## src/rtl/seven_segment_scanner_pkg.sv

```systemverilog
// Shared types and constants for the seven-segment scanner.
//   scan_state_t  : scan FSM states (OFF / BLANK / SHOW)
//   SEG_DARK      : all cathodes off, {point, G..A} active-low
//   SEG_GLYPH_OFF : G..A off, point bit excluded
package seven_segment_scanner_pkg;

  typedef enum logic [1:0] {
    ST_OFF   = 2'd0,
    ST_BLANK = 2'd1,
    ST_SHOW  = 2'd2
  } scan_state_t;

  localparam logic [7:0] SEG_DARK      = 8'hFF;
  localparam logic [6:0] SEG_GLYPH_OFF = 7'h7F;

endpackage

```

## src/rtl/seven_segment_scanner_encoder.sv

```systemverilog
// SevenSegmentEncoder: hex nibble to active-low G..A segment pattern.
//   nibble   in  [3:0]  hex digit
//   segments out [6:0]  {G,F,E,D,C,B,A}, 0 = segment lit
module SevenSegmentEncoder (
  input  logic [3:0] nibble,
  output logic [6:0] segments
);

  always_comb begin
    segments = 7'h7F;
    case (nibble)
      4'h0: segments = 7'h40;
      4'h1: segments = 7'h79;
      4'h2: segments = 7'h24;
      4'h3: segments = 7'h30;
      4'h4: segments = 7'h19;
      4'h5: segments = 7'h12;
      4'h6: segments = 7'h02;
      4'h7: segments = 7'h78;
      4'h8: segments = 7'h00;
      4'h9: segments = 7'h10;
      4'hA: segments = 7'h08;
      4'hB: segments = 7'h03;
      4'hC: segments = 7'h46;
      4'hD: segments = 7'h21;
      4'hE: segments = 7'h06;
      4'hF: segments = 7'h0E;
      default: segments = 7'h7F;
    endcase
  end

endmodule

```

## src/rtl/seven_segment_scanner.sv

```systemverilog
// Multiplexed seven-segment display scanner with anti-ghosting blank slots
// and frame-aligned (tear-free) data commit.
//   clk, reset          : clock, synchronous active-high reset
//   enable              : scan enable, low forces the display dark
//   value, pointEnable  : hex nibbles (digit 0 rightmost) and decimal points
//   load                : one-cycle strobe capturing value/pointEnable
//   loadBusy            : captured data is waiting for the next commit
//   segmentEnableN      : registered active-low {point, G..A}
//   digitEnableN        : registered active-low anodes, at most one low
//   frameStart          : one-cycle pulse at each commit point
// Optional: define SEVEN_SEGMENT_LEADING_ZERO_BLANK_EN to blank leading zeros.
module seven_segment_scanner
  import seven_segment_scanner_pkg::*;
#(
  parameter int DIGIT_COUNT    = 4,
  parameter int REFRESH_DIVIDE = 50000,
  parameter int BLANK_CYCLES   = 16
) (
  input  logic                     clk,
  input  logic                     reset,
  input  logic                     enable,
  input  logic [4*DIGIT_COUNT-1:0] value,
  input  logic [DIGIT_COUNT-1:0]   pointEnable,
  input  logic                     load,
  output logic                     loadBusy,
  output logic [7:0]               segmentEnableN,
  output logic [DIGIT_COUNT-1:0]   digitEnableN,
  output logic                     frameStart
);

  localparam int IW = $clog2(DIGIT_COUNT);
  localparam int CW = $clog2(REFRESH_DIVIDE);
  localparam logic [CW-1:0] BLANK_LAST = CW'(BLANK_CYCLES - 1);
  localparam logic [CW-1:0] SHOW_LAST  = CW'(REFRESH_DIVIDE - BLANK_CYCLES - 1);
  localparam logic [IW-1:0] IDX_LAST   = IW'(DIGIT_COUNT - 1);

  scan_state_t                 state;
  logic [IW-1:0]               idx, idx_next;
  logic [CW-1:0]               cnt;
  logic [DIGIT_COUNT-1:0][3:0] pend_value, disp_value;
  logic [DIGIT_COUNT-1:0]      pend_point, disp_point, blank_mask;
  logic [6:0]                  glyph;
  logic [7:0]                  seg_show;
  logic                        slot_end, commit;

  assign idx_next = (idx == IDX_LAST) ? '0 : idx + 1'b1;
  assign slot_end = (state == ST_SHOW) && (cnt == SHOW_LAST);
  // Every entry into BLANK with index 0 is a frame boundary: from OFF, or
  // leaving the last digit's SHOW slot.
  assign commit   = enable && ((state == ST_OFF) || (slot_end && (idx_next == '0)));

  SevenSegmentEncoder u_enc (
    .nibble   (disp_value[idx]),
    .segments (glyph)
  );

`ifdef SEVEN_SEGMENT_LEADING_ZERO_BLANK_EN
  logic upper_zero;
  // Walk down from the top digit; a digit is blanked while it and all above
  // it are zero. Digit 0 always shows.
  always_comb begin
    upper_zero = 1'b1;
    blank_mask = '0;
    for (int i = DIGIT_COUNT - 1; i > 0; i--) begin
      upper_zero    = upper_zero && (disp_value[i] == 4'h0);
      blank_mask[i] = upper_zero;
    end
  end
`else
  assign blank_mask = '0;
`endif

  assign seg_show = {~disp_point[idx], blank_mask[idx] ? SEG_GLYPH_OFF : glyph};

  always_ff @(posedge clk) begin
    if (reset) begin
      state          <= ST_OFF;
      idx            <= '0;
      cnt            <= '0;
      pend_value     <= '0;
      pend_point     <= '0;
      disp_value     <= '0;
      disp_point     <= '0;
      loadBusy       <= 1'b0;
      frameStart     <= 1'b0;
      segmentEnableN <= SEG_DARK;
      digitEnableN   <= '1;
    end else begin
      // Drive pins from the current state so they trail it by one cycle.
      segmentEnableN <= (state == ST_SHOW) ? seg_show : SEG_DARK;
      digitEnableN   <= (state == ST_SHOW) ? ~(DIGIT_COUNT'(1) << idx) : '1;
      frameStart     <= commit;

      if (load) begin
        pend_value <= value;
        pend_point <= pointEnable;
      end
      // Commit moves the old pending copy; a coincident load refills it.
      if (commit) begin
        disp_value <= pend_value;
        disp_point <= pend_point;
        loadBusy   <= load;
      end else if (load) begin
        loadBusy   <= 1'b1;
      end

      if (!enable) begin
        state <= ST_OFF;
        idx   <= '0;
        cnt   <= '0;
      end else begin
        case (state)
          ST_OFF: begin
            state <= ST_BLANK;
            idx   <= '0;
            cnt   <= '0;
          end
          ST_BLANK: begin
            if (cnt == BLANK_LAST) begin
              state <= ST_SHOW;
              cnt   <= '0;
            end else begin
              cnt   <= cnt + 1'b1;
            end
          end
          ST_SHOW: begin
            if (slot_end) begin
              state <= ST_BLANK;
              idx   <= idx_next;
              cnt   <= '0;
            end else begin
              cnt   <= cnt + 1'b1;
            end
          end
          default: begin
            state <= ST_OFF;
            idx   <= '0;
            cnt   <= '0;
          end
        endcase
      end
    end
  end

endmodule

```

## config.mk

```make
export PLATFORM = sky130hd
export DESIGN_NAME = seven_segment_scanner
export DESIGN_NICKNAME = d
export VERILOG_FILES = /design/src/rtl/seven_segment_scanner_pkg.sv /design/src/rtl/seven_segment_scanner_encoder.sv /design/src/rtl/seven_segment_scanner.sv
export SDC_FILE = /design/constraint.sdc
export NUM_CORES = 1
export LEC_CHECK = 0
export CAP_MARGIN = 20
export CELL_PAD_IN_SITES_DETAIL_PLACEMENT = 0
export CELL_PAD_IN_SITES_GLOBAL_PLACEMENT = 1
export CORE_ASPECT_RATIO = 0.75
export CORE_UTILIZATION = 44
export CTS_CLUSTER_DIAMETER = 120
export CTS_CLUSTER_SIZE = 24
export DETAILED_ROUTE_END_ITERATION = 7
export PLACE_DENSITY = 0.76
export RECOVER_POWER = 50
export SKIP_LAST_GASP = 1
export SLEW_MARGIN = 10
export SYNTH_ARGS = -nofsm -noshare
export SYNTH_HDL_FRONTEND = slang
export SYNTH_SLANG_ARGS = --single-unit
export TNS_END_PERCENT = 30
```

## constraint.sdc

```tcl
create_clock -name clk -period 2.2 [get_ports clk]
set_clock_uncertainty 0.1 [all_clocks]
set_input_delay 0.55 -clock clk [delete_from_list [all_inputs] [get_ports clk]]
set_output_delay 0.55 -clock clk [all_outputs]
set_load 0.005 [all_outputs]
```

==> results.toml <==
[status]
status = "completed"

[pwr]
power.leakage_nw = 1.55
p_per_area_nw_per_um2 = 680
ir_worst_vdd_mv = 0.374

[critical_path]
critPathLaunchType = "flip-flop"
r2r_slack_ns = 0.15
cp_max_fo = 21
cp-end-kind = "flip-flop"
cp-startpoint = "cnt[4]$_SDFF_PP0_"
arrival_ns = 2.22
r2r_start = "cnt[4]$_SDFF_PP0_"
endpoint = "disp_value[8]$_SDFFE_PP0P_"
critPathRequiredTime_ns = 2.37
worst_r2r_path_depth = 6
r2r_end = "disp_value[8]$_SDFFE_PP0P_"
path_class = "reg -> reg"

[finish]
fin_cells = 483
multiInputGateArea_um2 = 1800
seqCellArea_um2 = 1480
final_common_cell = "dfxtp_1"
diodes = 0
syn2layout_area_growth_pct = 20.9
mostFrequentLayoutCells = "dfxtp_1 (73), nand2b_1 (44), mux2i_1 (42)"
fin_nets = 417
drive_above_1_share_pct = 13.4
final_area_um2 = 4170
fillers = 665

[logic_synthesis]
synth_area_leader_cell = "dfxtp_1"
synthFlopType = "dfxtp_1"
synth_cell_types = 44
yosysTopAreaCellShare_pct = 43.0
ys_seq_area_share_pct = 43.0
synth_area_leaders = "dfxtp_1 (43%), mux2i_1 (12%), nand2b_1 (8.0%), ha_1 (5.8%), nor2_1 (3.9%)"
yosys_register_bits = 74
syn_area_um2 = 3450
syn-instance-count = 338
syn-num-nets = 378
synth_edf_count = 0
ys_warn_count = 0
synth.avg_cell_area_um2 = 10.2
ys_async_sr_fraction_pct = 0

[clock_network]
numCtsBuffers = 9
clock_path_buffers = 2
root_buffer = "clkbuf_8"
clk_latency_ns = 0.35
cts_setup_buffers = 0
cts.reportedPaths.clkPinSlew_ns = 0.07
hold_buffers = 0
cts.sinks = 74
h-tree-depth = 3
cts_tree = "done"

[floorplanning]
die_h_um = 78.7
die_x_um = 104
rows = 27
initial_utilization_pct = 46.2
io-pin-count = 38
core_area_um2 = 7470
die_area_um2 = 8200

[route]
wl_mm = 5.96
drt_iter0_markers = 61
via_per_inst = 4.74
route.detailed.drc = 0
ant_nets = 0
vias = 2291
routedWlPerCell_um = 12.3
first_pass_iters = 4

[run]
cap_violations = 0

[place]
io_buffers = 37
placed_area_um2 = 3940
preCtsSetupSlack_ns = -0.0115
dp.cells = 467
place_congestion = 0.808
dpl.hpwl_mm = 4.09

[sta]
tns_ns = 0
setup_viol = 0
finalWorstSetupSlack_ns = 0.148
slew_headroom_pct = 37.9
slew_viol_final = 0
worstMarginPinSlew_ns = 0.931
rsz0062_at_grt = "false"
hold_viol = 0
clock.fmax_mhz = 487
fin_crit_sh_pct = 93.3
fin_crit_ns = 2.05
worst_hold_slack_ns = 0.364

[global_route]
grt_start_max_net_pins = 63
grt_pass1_vias = 2229
antenna_found_initial = 0
grt_pass1_wl_mm = 10.7
grt_usage_pct = 16.6
gr-total-overflow = 0

[min_path]
hold_class = "reg -> reg"
-- kinds of logic after synthesis --
logic type	count (synthesis)	share of synthesized area (%)
AND/OR/NAND/NOR	140	23.4
flip-flops	74	43.0
multiplexers	48	15.8
buffers and inverters	30	5.01
adder cells (fa/ha/maj)	16	5.81
AO/OA/AOI/OAI	15	3.23
XOR/XNOR	15	3.81
-- worst max-delay path, stage by stage, from the launching register on --
cell and delay (ns):
dfxtp_1 0.41, nor4bb_1 0.43, nand4_2 0.18, o21ba_2 0.26
nor2b_2 0.15, buf_12 0.20, mux2i_1 0.21
-- state kept, by name, indices dropped and copies added (netlist names) --
name            cells
frameStart          1
disp_value         16
segmentEnableN      8
digitEnableN        4
disp_point          4
cnt                16
pend_point          4
state               2
idx                 2
pend_value         16
loadBusy            1
-- area by class of cell --
type / count / area share [%]
multi-input cells: 234 / 43.1
flip-flops and latches: 74 / 35.6
repair buffers: 49 / 11.8
clock buffers: 12 / 3.96
well taps: 101 / 3.03
clock inverters: 4 / 1.74
inverters: 9 / 0.810
-- what timing repair did --
action,in CTS,in global routing
endpoints found under the hold margin,0,0
gates resized for setup,0,2
setup endpoints to repair,0,14
-- cell usage after synthesis, types with 4 or more instances --
cell       n
dfxtp_1   74
nand2b_1  44
mux2i_1   42
nor2_1    36
nand2_1   18
ha_1      16
clkbuf_1  13
inv_1      9
nand3_1    9
xor2_1     9
nor2_4     8
xnor2_1    6
mux4_2     5
nand4_1    4
nor3_1     4
o211ai_1   4
-- report_power, final --
| part | leakage [nW] | internal (W) | switching (W) | total [W] |
|---|---|---|---|---|
| sequential | 0.603 | 0.00138 | 0.0000190 | 0.00140 |
| combinational | 0.830 | 0.000122 | 0.0000947 | 0.000217 |
| clock | 0.119 | 0.000730 | 0.000493 | 0.00122 |
| total | 1.55 | 0.00223 | 0.000607 | 0.00284 |
-- layer usage --
layer,vias up,global-route usage (%),part of all wire [%]
li1,1208,-,-
met1,1040,24.0,55
met2,36,23.0,41
met3,7,4.57,3.6
met4,0,6.43,1.0
met5,-,0,0
-- worst min-delay path by stage --
stage,startpoint,endpoint,depth (start not counted)
floorplan,cnt[0]$_SDFF_PP0_,cnt[0]$_SDFF_PP0_,1
detailed placement,cnt[0]$_SDFF_PP0_,cnt[0]$_SDFF_PP0_,1
finish,cnt[0]$_SDFF_PP0_,cnt[0]$_SDFF_PP0_,1
CTS,cnt[0]$_SDFF_PP0_,cnt[0]$_SDFF_PP0_,1
global placement,cnt[0]$_SDFF_PP0_,cnt[0]$_SDFF_PP0_,1
global route,cnt[0]$_SDFF_PP0_,cnt[0]$_SDFF_PP0_,1
-- metrics by stage --
stage                     power, W  utilization [%]
final                      0.00284             55.8
after detailed placement   0.00165             52.7
after global placement     0.00165             52.7
after CTS                  0.00289             55.9
after floorplan            0.00157                -
after global routing       0.00297             55.8
(Power assumes the default switching activity.)
==> edit 1 (same flow settings) <==
Add a define of `SEVEN_SEGMENT_LEADING_ZERO_BLANK_EN`.
--- a/src/rtl/seven_segment_scanner.sv
+++ b/src/rtl/seven_segment_scanner.sv
@@ -10,4 +10,6 @@
 //   frameStart          : one-cycle pulse at each commit point
 // Optional: define SEVEN_SEGMENT_LEADING_ZERO_BLANK_EN to blank leading zeros.
+`define SEVEN_SEGMENT_LEADING_ZERO_BLANK_EN
+
 module seven_segment_scanner
   import seven_segment_scanner_pkg::*;
Behaviour: no difference found for any inputs over 10 cycles, from zero or initial values and one cycle with reset high; that may be too few to reach the edited logic, so the function may still have changed.
==> edit 1 against the unedited design <==
Synthesized area increased by 5.8%; routed wire length increased by 23%; sequential cell count unchanged; worst setup slack got worse by 0.058 ns; cell area increased by 5.1%; total power decreased by 3.9%; final cell count increased by 5.8%; critical path type unchanged; largest cell class unchanged.
==> edit 1: results (changes against the unedited design) <==
metric,value,unit,change
worst reg2reg endpoint,disp_value[0],,
post-synth cell types,46,,+4.5%
largest net degree at the start of global routing,63,,unchanged
Slew headroom,54.8,%,+17 points
post-route ant nets,0,,unchanged
DRT iter0 DRCs,102,,+67%
Initial Utilization,45.9,%,-0.29 points
Ys Warns,0,,unchanged
Hold Path End,disp_value[6],,
synth cell count leaders,"dfxtp_1 (74), mux2i_1 (49), nand2b_1 (43)",,
first-pass GRT wire length,11.8,mm,+11%
clk_lat worst skew,0.36,ns,
DP Area,0.00416,sq mm,+5.6%
CTS Buffer Depth,2,,unchanged
outcome,"complete, no violations",,
startpoint types,flop,,
initial antenna violation count,0,,unchanged
fin nets,441,,+5.8%
CTS buffer count,9,,unchanged
H-tree depth,3,,unchanged
routability congestion estimate,0.777,,-3.9%
Post-Route WL,7.32,mm,+23%
FF-to-FF Start,cnt[4],,
flop-to-flop setup slack,0.09,ns,-0.06 ns
depth of the worst register-to-register path,5,,-1
DRT Pass-1 Iters,4,,unchanged
HP Class,flop to flop,,
Worst VDD drop,423,uV,+13%
diodes inserted,0,,unchanged
asr flop ratio synth,0,%,unchanged
largest delay contributor family on the critical path,simple AND/OR/NAND/NOR gates,,
clock-pin slew on the worst setup and hold paths,0.07,ns,about the same
Root Driver,clkbuf_8,,
Crit path largest cell delay,0.61,ns,+0.18 ns
hold path startpoint,pend_value[6],,
Leakage,1.63,nW,+4.9%
Worst path slowest cell,or4bb_4,,
hpwl dp,4.96,mm,+21%
"Max FO, Critical Path",11,,-48%
sequential share of the synthesized area,40.6,%,-2.4 points
IO buf count,37,,unchanged
layout cells sized above 1,13.5,%,+0.20 points
drt via density,5.18,,+9.2%
hold path depth,2,,+1
vias in the first global route,2440,,+9.5%
Largest regs,"cnt: 16 flops, disp_value: 16 flops, pend_value: 16 flops",,
GRT Total Usage,18.1,%,+1.5 points
Area contributors post-synth,"dfxtp_1 (41%), mux2i_1 (13%), nand2b_1 (7.4%)",,
Critical Path AT,2.29,ns,+0.07 ns
Synth Net Count,397,,+5.0%
## edit 1: logic make-up after synthesis
kind of cell / Yosys count / share of synthesized area, %
compound gates: 28 / 6.27
fa+ha+maj: 16 / 5.49
buf+inv: 30 / 4.22
simple gates: 139 / 22.9
xor+xnor: 14 / 3.36
mux: 56 / 17.1
flops: 74 / 40.6
## edit 1: what timing repair did
item	in CTS	in global routing
hold buffers	0	0
setup endpoints to repair	0	22
buffers inserted	0	2
resized for setup	0	3
## edit 1: area by class of cell
cell class	count	area [sq um]
inverters	10	37.5
flip-flops and latches	74	1480
well taps	105	131
repair buffers	52	487
clock buffers	12	155
clock inverters	4	50.0
multi-input cells	254	2040
fillers	757	3570
## edit 1: worst min-delay path, stage by stage (launching register included)
cell	delay, ns
dfxtp_1	0.31
nand2b_1	0.06
mux2i_1	0.06
## edit 1: through the flow
| step | utilization (%) | hold slack, ns | worst slack [ns] | instances | setup TNS (ns) |
|---|---|---|---|---|---|
| finish | 55.1 | 0.373 | 0.0900 | 511 | 0 |
| global route | 55.1 | 0.398 | -0.00816 | 511 | -0.00816 |
| CTS | 54.9 | 0.378 | 0.0103 | 508 | 0 |
| detailed placement | 52.3 | 0.362 | 0.0334 | 492 | 0 |
| global placement | 52.3 | 0.360 | 0.109 | 492 | 0 |
| floorplan | - | 0.345 | 0.153 | 357 | 0 |
## edit 1: report_power, final
part	internal, W	switching [W]	leakage [nW]
sequential	0.00138	0.0000271	0.603
clock	0.000584	0.000494	0.0986
combinational	0.000131	0.000113	0.926
## edit 1: layer usage
metal	track usage, %	share of wire (%)	vias to the layer above
met4	7.81	1.5	0
met5	0	0	-
met2	24.6	38	64
met3	5.86	5.8	11
li1	-	-	1351
met1	25.8	54	1221
## edit 1: worst max-delay path by stage
stage,slack (ns),depth (start not counted),end
final,0.09,5,disp_value[0]
after global routing,-0.008,5,disp_value[4]
after CTS,0.01,4,disp_value[0]
after detailed placement,0.03,4,disp_value[10]
after global placement,0.11,4,disp_value[10]
after floorplan,0.15,7,segmentEnableN[3]
==> edit 2 (config.mk and constraints unchanged) <==
Without the edit above. The 3 states of `scan_state_t` get a one-hot encoding in 3 bits.
--- a/src/rtl/seven_segment_scanner_pkg.sv
+++ b/src/rtl/seven_segment_scanner_pkg.sv
@@ -5,8 +5,8 @@
 package seven_segment_scanner_pkg;
 
-  typedef enum logic [1:0] {
-    ST_OFF   = 2'd0,
-    ST_BLANK = 2'd1,
-    ST_SHOW  = 2'd2
+  typedef enum logic [2:0] {
+    ST_OFF   = 3'b001,
+    ST_BLANK = 3'b010,
+    ST_SHOW  = 3'b100
   } scan_state_t;
 
Behaviour: no difference found for any inputs over 10 cycles, from zero or initial values and one cycle with reset high; not proved beyond that.
==> edit 2 against the unedited design <==
Worst setup slack worse by 0.029 ns; total power down 4.5%; cell area down 3.1%; synthesized area down 4.2%; sequential cell count up 1; non-clock buffer count up 2; routed wire length up 9.0%; largest cell class unchanged.
==> edit 2: results (changes against the unedited design) <==
metric,value,unit,change
outcome,"complete, no violations",,
synth cell count leaders,"dfxtp_1 (75), nand2_1 (55), mux2i_1 (41)",,
DRT iter0 DRCs,67,,+9.8%
Post-Route WL,6.50,mm,+9.0%
Worst Setup SP,cnt[6],,
post-synthesis register bit count,75,,+1.4%
sequential share of the synthesized area,45.5,%,+2.5 points
"Avg Cell Area, Syn",9.74,sq um,-4.5%
flop-to-flop setup slack,0.12,ns,-0.03 ns
Non-CTS buffers,51,,+4.1%
Root Driver,clkbuf_8,,
post-synth cell types,45,,+2.3%
hpwl dp,4.60,mm,+12%
Seq area share,37.2,%,+1.6 points
Area contributors post-synth,"dfxtp_1 (45%), mux2i_1 (12%), nand2_1 (6.3%)",,
core area,0.00703,sq mm,-5.9%
Leakage,1.50,nW,-3.6%
Worst path slowest cell,or4_4,,
drt via density,5.09,,+7.3%
"Top FF cell, synth",dfxtp_1,,
depth of the worst register-to-register path,5,,-1
Crit path largest cell delay,0.57,ns,+0.14 ns
Ys Warns,0,,unchanged
DP Worst Slack,0.0466,ns,+0.0580 ns
vias in the first global route,2347,,+5.3%
fin nets,419,,+0.48%
CLK BUF,10,,-2
largest net degree at the start of global routing,42,,-33%
multi-input gates,235,,+0.43%
Critical Path End,loadBusy,,
sw frac,23.7,%,+2.3 points
FILL cells,629,,-5.4%
Synth Net Count,375,,-0.79%
Max Fclk,480,MHz,-1.4%
Slew @ Worst Pin,0.723,ns,-0.208 ns
Reg area,0.00150,sq mm,+1.4%
Inverters,11,,+2
Worst VDD drop,423,uV,+13%
multi-input combinational area share,41.2,%,-1.9 points
fin cells,486,,+0.62%
routability congestion estimate,0.803,,-0.63%
IO buf count,37,,unchanged
Final clock-cell share,4.99,%,-0.71 points
GRT Total Usage,18.4,%,+1.9 points
Signal buf overhead,12.5,%,+0.75 points
DRT Pass-1 Iters,4,,unchanged
DP Area,0.00385,sq mm,-2.3%
first-pass GRT wire length,11.0,mm,+2.8%
Placed Cells incl. Taps,469,,+0.43%
HP Class,flop to flop,,
layout cells sized above 1,11.1,%,-2.3 points
-- edit 2: cell types whose count changed after synthesis, sizes merged, moves of 4 or more --
cell,unedited run,this run
clkbuf,14,10
ha,16,12
nand2,18,55
nand2b,44,4
nand3,9,5
nor2,46,26
nor2b,2,6
nor3,4,21
xnor2,6,13
xor2,9,1
-- edit 2: power groups by stage --
| stage | Clock, W | Combinational (W) | Sequential, W |
|---|---|---|---|
| final | 0.00107 | 0.000223 | 0.00142 |
| after global placement | 0 | 0.000228 | 0.00145 |
| after floorplan | 0 | 0.000142 | 0.00144 |
| after global routing | 0.00116 | 0.000245 | 0.00142 |
| after detailed placement | 0 | 0.000230 | 0.00145 |
| after CTS | 0.00110 | 0.000231 | 0.00142 |
-- edit 2: per-layer routing --
layer / up-vias / global-route usage (%) / part of all wire (%)
li1: 1263 / - / -
met3: 11 / 5.01 / 4.3
met5: - / 0 / 0
met2: 44 / 28.0 / 40
met4: 0 / 8.14 / 1.7
met1: 1156 / 24.3 / 54
-- edit 2: cells by family after synthesis --
kind of cell / count (synthesis) / synth area share, %
buf+inv: 29 / 4.13
compound gates: 27 / 6.59
mux: 46 / 15.8
flops: 75 / 45.5
fa+ha+maj: 12 / 4.55
xor+xnor: 14 / 3.71
simple gates: 136 / 19.7
-- edit 2: worst min-delay path by stage --
stage / to / depth (start not counted) / start / slack, ns
2_1_floorplan: disp_point[0] / 2 / pend_point[0] / 0.33
3_3_place_gp: disp_value[3] / 2 / disp_value[3] / 0.34
3_5_place_dp: disp_point[1] / 2 / pend_point[1] / 0.35
4_1_cts: disp_point[3] / 2 / pend_point[3] / 0.36
5_1_grt: disp_point[1] / 2 / pend_point[1] / 0.38
6_report: disp_value[12] / 2 / pend_value[12] / 0.36
